==> src/rtl/note_key_encoder_if.sv <==
// Board-facing bundle for the free-play note front-end: raw key/octave inputs
// and the encoded note outputs consumed by the free-mode player.
interface note_key_encoder_if;
    logic [6:0] key_in;
    logic       octave_btn;
    logic [3:0] note_out;
    logic       higher_8;
    logic       note_change;

    // Board/stimulus side drives the raw buttons and observes the code.
    modport master (
        output key_in,
        output octave_btn,
        input  note_out,
        input  higher_8,
        input  note_change
    );

    // Encoder side consumes the raw buttons and produces the code.
    modport slave (
        input  key_in,
        input  octave_btn,
        output note_out,
        output higher_8,
        output note_change
    );
endinterface

==> src/rtl/note_key_encoder.sv <==
// Synchronises and debounces seven note keys plus the octave button, then
// priority-encodes the held key into a 4-bit note code with a change pulse.
module note_key_encoder #(
    parameter int DEBOUNCE_CYCLES = 2_000_000
) (
    input  logic                 clk,
    input  logic                 rst,
    note_key_encoder_if.slave    bus
);
    localparam int NUM_CHAN = 8;
    localparam int CW       = $clog2(DEBOUNCE_CYCLES);
    localparam logic [CW-1:0] C_MAX = CW'(DEBOUNCE_CYCLES - 1);

    logic [NUM_CHAN-1:0] raw_in;
    logic [NUM_CHAN-1:0] deb_level;

    // Channel 7 is the octave button; channels 0..6 are the note keys.
    assign raw_in = {bus.octave_btn, bus.key_in};

    for (genvar gi = 0; gi < NUM_CHAN; gi++) begin : g_chan
        logic          s1_q;
        logic          s2_q;
        logic          d_q;
        logic          d_d;
        logic [CW-1:0] c_q;
        logic [CW-1:0] c_d;

        // The count only runs while s2 disagrees with the accepted level, so
        // any return to agreement restarts the stability window.
        always_comb begin
            d_d = d_q;
            c_d = c_q;
            if (s2_q == d_q) begin
                c_d = '0;
            end else if (c_q == C_MAX) begin
                d_d = s2_q;
                c_d = '0;
            end else begin
                c_d = c_q + CW'(1);
            end
        end

        always_ff @(posedge clk or posedge rst) begin
            if (rst) begin
                s1_q <= 1'b0;
                s2_q <= 1'b0;
                d_q  <= 1'b0;
                c_q  <= '0;
            end else begin
                s1_q <= raw_in[gi];
                s2_q <= s1_q;
                d_q  <= d_d;
                c_q  <= c_d;
            end
        end

        assign deb_level[gi] = d_q;
    end

    logic       oct_prev_q;
    logic       oct_rise;
    logic       higher_8_q;
    logic       higher_8_d;
    logic [2:0] deg;
    logic [3:0] note_q;
    logic [3:0] note_d;
    logic       note_change_q;
    logic       note_change_d;

    // Scanning from the top down lets the lowest asserted key overwrite last.
    always_comb begin
        deg = 3'd0;
        for (int i = NUM_CHAN - 2; i >= 0; i--) begin
            if (deb_level[i]) begin
                deg = 3'(i + 1);
            end
        end
    end

    // The note code uses the post-toggle octave so a toggle and a key change
    // landing on the same edge produce one consistent code.
    always_comb begin
        oct_rise      = deb_level[NUM_CHAN-1] & ~oct_prev_q;
        higher_8_d    = higher_8_q ^ oct_rise;
        note_d        = (deg == 3'd0) ? 4'd0 : {higher_8_d, deg};
        note_change_d = (note_d != note_q);
    end

    always_ff @(posedge clk or posedge rst) begin
        if (rst) begin
            oct_prev_q    <= 1'b0;
            higher_8_q    <= 1'b0;
            note_q        <= 4'd0;
            note_change_q <= 1'b0;
        end else begin
            oct_prev_q    <= deb_level[NUM_CHAN-1];
            higher_8_q    <= higher_8_d;
            note_q        <= note_d;
            note_change_q <= note_change_d;
        end
    end

    assign bus.note_out    = note_q;
    assign bus.higher_8    = higher_8_q;
    assign bus.note_change = note_change_q;
endmodule

==> src/flat_wrapper.sv <==
// flat-port wrapper written by rule: the top's interface ports become plain ports
module note_key_encoder_flat 
#(
    parameter int DEBOUNCE_CYCLES = 2_000_000
)
  (clk, rst, bus_key_in, bus_octave_btn, bus_note_out, bus_higher_8, bus_note_change);
  note_key_encoder_if bus_i ();
  input  logic clk;
  input  logic rst;
  input wire logic [$bits(bus_i.key_in)-1:0] bus_key_in;
  input wire logic [$bits(bus_i.octave_btn)-1:0] bus_octave_btn;
  output wire logic [$bits(bus_i.note_out)-1:0] bus_note_out;
  output wire logic [$bits(bus_i.higher_8)-1:0] bus_higher_8;
  output wire logic [$bits(bus_i.note_change)-1:0] bus_note_change;
  assign bus_i.key_in = bus_key_in;
  assign bus_i.octave_btn = bus_octave_btn;
  assign bus_note_out = bus_i.note_out;
  assign bus_higher_8 = bus_i.higher_8;
  assign bus_note_change = bus_i.note_change;
  note_key_encoder #(.DEBOUNCE_CYCLES(DEBOUNCE_CYCLES)) u_core (.clk(clk), .rst(rst), .bus(bus_i));
endmodule
==> config.mk <==
export PLATFORM = sky130hd
export DESIGN_NAME = note_key_encoder_flat
export DESIGN_NICKNAME = d
export VERILOG_FILES = /design/src/rtl/note_key_encoder_if.sv /design/src/rtl/note_key_encoder.sv /design/src/flat_wrapper.sv
export SDC_FILE = /design/constraint.sdc
export NUM_CORES = 1
export LEC_CHECK = 0
export ABC_AREA = 0
export CORE_ASPECT_RATIO = 1.5
export CORE_MARGIN = 8
export CORE_UTILIZATION = 67
export DETAILED_ROUTE_END_ITERATION = 16
export GPL_TIMING_DRIVEN = 0
export PLACE_DENSITY = 0.95
export SLEW_MARGIN = 20
export SYNTH_ARGS = -nofsm -noshare
export SYNTH_HDL_FRONTEND = slang
export SYNTH_SLANG_ARGS = --single-unit
export TNS_END_PERCENT = 30
==> constraint.sdc <==
create_clock -name clk -period 21 [get_ports clk]
set_input_delay 4.2 -clock clk [delete_from_list [all_inputs] [get_ports clk]]
set_output_delay 4.2 -clock clk [all_outputs]
set_load 0.01 [all_outputs]
; After elaboration in Yosys (flattened, before gate mapping)
; Index checks and enable logic that the tools add are counted.
[word_totals]
register_bits = 199
input_bits = 10
output_inout_bits = 6
[classes]
n_reduce_logical = 9
n_addsub = 8
n_mux = 24
eq_ne = 17
bitwise_logic = 11
[ops]
columns = operator, n
row1 = two-way mux 21 bit, 16
row2 = "adder 21 x 1 -> 21 bit, second input constant", 8
row3 = "== test 21 bit, second input constant", 8
row4 = two-way mux 3 bit, 7
row5 = AND reduction 2 bit, 8
row6 = inverter 1 bit, 9
row7 = == test 1 bit, 8
row8 = two-way mux 4 bit, 1
row9 = inequality test 4 bit, 1
row10 = logical NOT 3 bit, 1
row11 = AND 1 bit, 1
row12 = XOR 1 bit, 1

; Logic depth before layout (Yosys ltp)
[logic_depth]
ltp_word = 10
ltp_mapped = 7
depth_no_buf = 5

; Worst setup path before layout
; OpenSTA, ideal clock, no wires.
[synth_timing]
path_kind = reg-to-output
from = reg u_core.note_q[1], in the netlist u_core.bus.note_out[1]
to = out bus_note_out[1]
slack_ns = 16.403
stages_incl_launch_ff = 1
arrival_ns = 0.397
cell_sequence = dfrtp_1
[synth_lines]
columns = item, line_no
row1 = start: declaration, note_key_encoder.sv:65  ; logic [3:0] note_q;
row2 = start signal: assignment, note_key_encoder.sv:98  ; note_q <= note_d;
row3 = end: declaration, flat_wrapper.sv:12  ; output wire logic [$bits(bus_i.note_out)-1:0] bus_note_out;
; No word-level cell between the ends.

; Final worst setup path
[layout_timing]
from = reg u_core.note_q[2], in the netlist u_core.bus.note_out[2]
to = out bus_note_out[2]
; No word-level cell between the ends.

==> results.json <==
{
  "antenna_left": 0,
  "max_freq_ghz": 0.177,
  "tritoncts": "yes",
  "grt_overflow": 0,
  "yosys-top-cells-area": "dfrtp_1 53%, xor2_1 5.8%, nor2_1 4.6%",
  "detail_route.first_pass.iterations": 5,
  "antenna_cells": 0,
  "synth_cell_types": 46,
  "yosys_warnings": 0,
  "placed_cells": 1115,
  "syn-cell-area_mm2": 0.00941,
  "start_kind": "flop",
  "fin_area_mm2": 0.0104,
  "required_ns": 16.80,
  "port_buffers": 15,
  "start_util_pct": 67.9,
  "drv_slew": 0,
  "antenna_found_initial": 0,
  "htreeDepth": 4,
  "synth_seq_cells": 199,
  "setup.worst_path.class": "flop to primary output",
  "crit_family": "buffers and inverters",
  "coreArea_mm2": 0.0139,
  "grt_max_degree": 73,
  "clock_skew_ns": 0.00799,
  "clk_path_buf_depth": 2,
  "clock_latency_ns": 0.44,
  "slew-limit-headroom_pct": 67.1,
  "die_w_um": 113,
  "first_global_vias": 7537,
  "synth-seq-area-share_pct": 52.9,
  "min_path_cells": 0,
  "drc": 0,
  "netlist_instances": 933,
  "cts_buffers": 17,
  "fin_cells": 1147,
  "clk_pin_slew_worst_paths_ns": 0.07,
  "post_cts_buffers": 0,
  "maxCapViolations": 0,
  "max_stage_delay_ns": 0.61,
  "drive_above_1_share_pct": 6.72,
  "placed_cell_area_mm2": 0.00983,
  "p_total_uw": 732,
  "mostFrequentLayoutCells": "199 x dfrtp_1, 115 x nor2_1, 67 x a21oi_1",
  "hold_viol_final": 0,
  "seqCellArea_mm2": 0.00498,
  "wl_um": 19800,
  "dieArea_mm2": 0.0182,
  "drtIter0Drc": 443,
  "post_cts_resize_count": 0,
  "cp_data_arrival_time_ns": 1.44,
  "vias_per_cell": 6.38,
  "vias": 7313,
  "power-per-cell-area_mw_per_mm2": 70.4,
  "ir_worst_vdd_mv": 0.0495,
  "yosys.area.top_type": "dfrtp_1",
  "num_rows": 53,
  "fillers": 852,
  "wl_per_cell_um": 17.3,
  "status": "completed",
  "synth_top_cell_area_share_pct": 52.9,
  "end_kind": "primary output",
  "worst-path-stages": 1,
  "synth_fp_nets": 951,
  "grt_use_total_pct": 23.2,
  "worst_pin_slew_ns": 0.494,
  "p_leak_uw": 0.00420,
  "gp_congestion": 0.829,
  "cts_sinks": 199,
  "die_h_um": 161,
  "tns_ns": 0,
  "postCtsHoldBufs": 0,
  "io_pins": 16,
  "layout.nets": 987,
  "rr_worst_depth": 7,
  "critPathMaxFanout": 4,
  "worst-path-buf-inv": 1,
  "grt_pass1_wl_um": 34500,
  "root_buffer": "clkbuf_16",
  "area_growth_pct": 10.5,
  "post-route-period-util_pct": 26.9,
  "critPathSlowestCell": "clkdlybuf4s50_1",
  "final_common_cell": "dfrtp_1",
  "synth.avg_cell_area_um2": 10.1,
  "cp_cell_sequence": "clkdlybuf4s50_1",
  "min_period_ns": 5.64,
  "setup_viol": 0,
  "worstHoldPathType": "flop to flop",
  "post-route-util_pct": 75.0,
  "multi_input_area_mm2": 0.00420,
  "hpwl_um": 12900,
  "rsz0062_at_grt": "false"
}
## stage by stage
| step | worst slack [ns] | hold slack [ns] |
|---|---|---|
| 5_1_grt | 15.29 | 0.359 |
| 3_5_place_dp | 15.26 | 0.341 |
| 3_3_place_gp | 8.97 | 0.334 |
| 2_1_floorplan | 11.37 | 0.331 |
| 6_report | 15.36 | 0.355 |
| 4_1_cts | 15.34 | 0.357 |
## state kept, by name, indices dropped and copies added, names as in the netlist
signal,count
u_core.bus.note_out,4
u_core.bus.note_change,1
u_core.oct_prev_q,1
u_core.g_chan.s2_q,8
u_core.g_chan.s1_q,8
u_core.g_chan.c_q,168
u_core.bus.higher_8,1
u_core.g_chan.d_q,8
## where the power goes
part | internal [uW] | leakage [uW] | switching [uW]
clock network | 167 | 0.000261 | 147
registers | 388 | 0.00272 | 4.79
logic | 8.03 | 0.00121 | 17.1
total | 563 | 0.00420 | 169
## logic make-up (layout without fill, tap and decap cells)
| family | count (synthesis) | count (layout) | synth area share, % |
|---|---|---|---|
| AOI/OAI and AO/OA | 150 | 150 | 9.11 |
| xor gates and xnor gates | 96 | 96 | 8.94 |
| adders and majority gates | 8 | 8 | 1.06 |
| buffers and inverters | 55 | 104 | 2.43 |
| DFF | 199 | 199 | 52.9 |
| muxes | 8 | 8 | 0.957 |
| and+or+nand+nor | 417 | 417 | 24.6 |
## cell type report
cell class / instances / area share (%)
clock buffers: 18 / 4.23
clock inverters: 14 / 1.20
flip-flops and latches: 199 / 47.9
repair buffers: 17 / 1.97
multi-input cells: 679 / 40.4
plain buffers: 28 / 1.23
well taps: 165 / 1.99
inverters: 27 / 1.05
## Yosys cell counts (all sizes together)
cell / n
nor2b: 3
or4bb: 1
clkbuf: 15
a21oi: 68
or3b: 1
nand3: 55
or4: 31
o21ai: 44
and2: 7
o31ai: 27
ha: 8
dfrtp: 199
nor4: 5
or3: 43
nand2: 44
mux2: 8
and4: 30
buf: 13
xor2: 62
inv: 27
xnor2: 34
nand4: 49
nor2: 115
nand3b: 2
and3: 3
nor3: 7
nor3b: 1
nand2b: 4
a32oi: 1
a21boi: 1
o21bai: 5
nor4b: 8
and3b: 2
or2: 1
o2111ai: 2
o21ba: 1
o311ai: 1
or4b: 5
## worst paths after layout
kind / startpoint / end / slack, ns
min in group asynchronous: rst / u_core.g_chan[3].c_q[20]$_DFF_PP0_ / 4.19
max reg2reg: u_core.g_chan[6].c_q[0]$_DFF_PP0_ / u_core.g_chan[6].c_q[2]$_DFF_PP0_ / 18.70
min: u_core.g_chan[3].s1_q$_DFF_PP0_ / u_core.g_chan[3].s2_q$_DFF_PP0_ / 0.36
max: u_core.bus.note_out[2]$_DFF_PP0_ / bus_note_out[2] / 15.36
min reg2reg: u_core.g_chan[3].s1_q$_DFF_PP0_ / u_core.g_chan[3].s2_q$_DFF_PP0_ / 0.36
max in group asynchronous: rst / u_core.g_chan[0].s2_q$_DFF_PP0_ / 15.78
## worst reg2reg max path, delay by kind of cell, from the launching register on
| kind | cells | cell delay (ns) |
|---|---|---|
| adders and majority gates | 1 | 0.22 |
| and+or+nand+nor | 3 | 0.48 |
| DFF | 1 | 0.39 |
| AOI/OAI and AO/OA | 1 | 0.37 |
| buffers and inverters | 2 | 0.70 |
## layer usage
layer  wire (um)  vias to the layer above  track usage [%]
met1        7880                     3637             25.7
met4         605                        0             12.0
met2       10700                      165             41.2
met3         642                       65             4.52
met5           0                        -                0
li1            -                     3446                -
(Power assumes the default switching activity.)
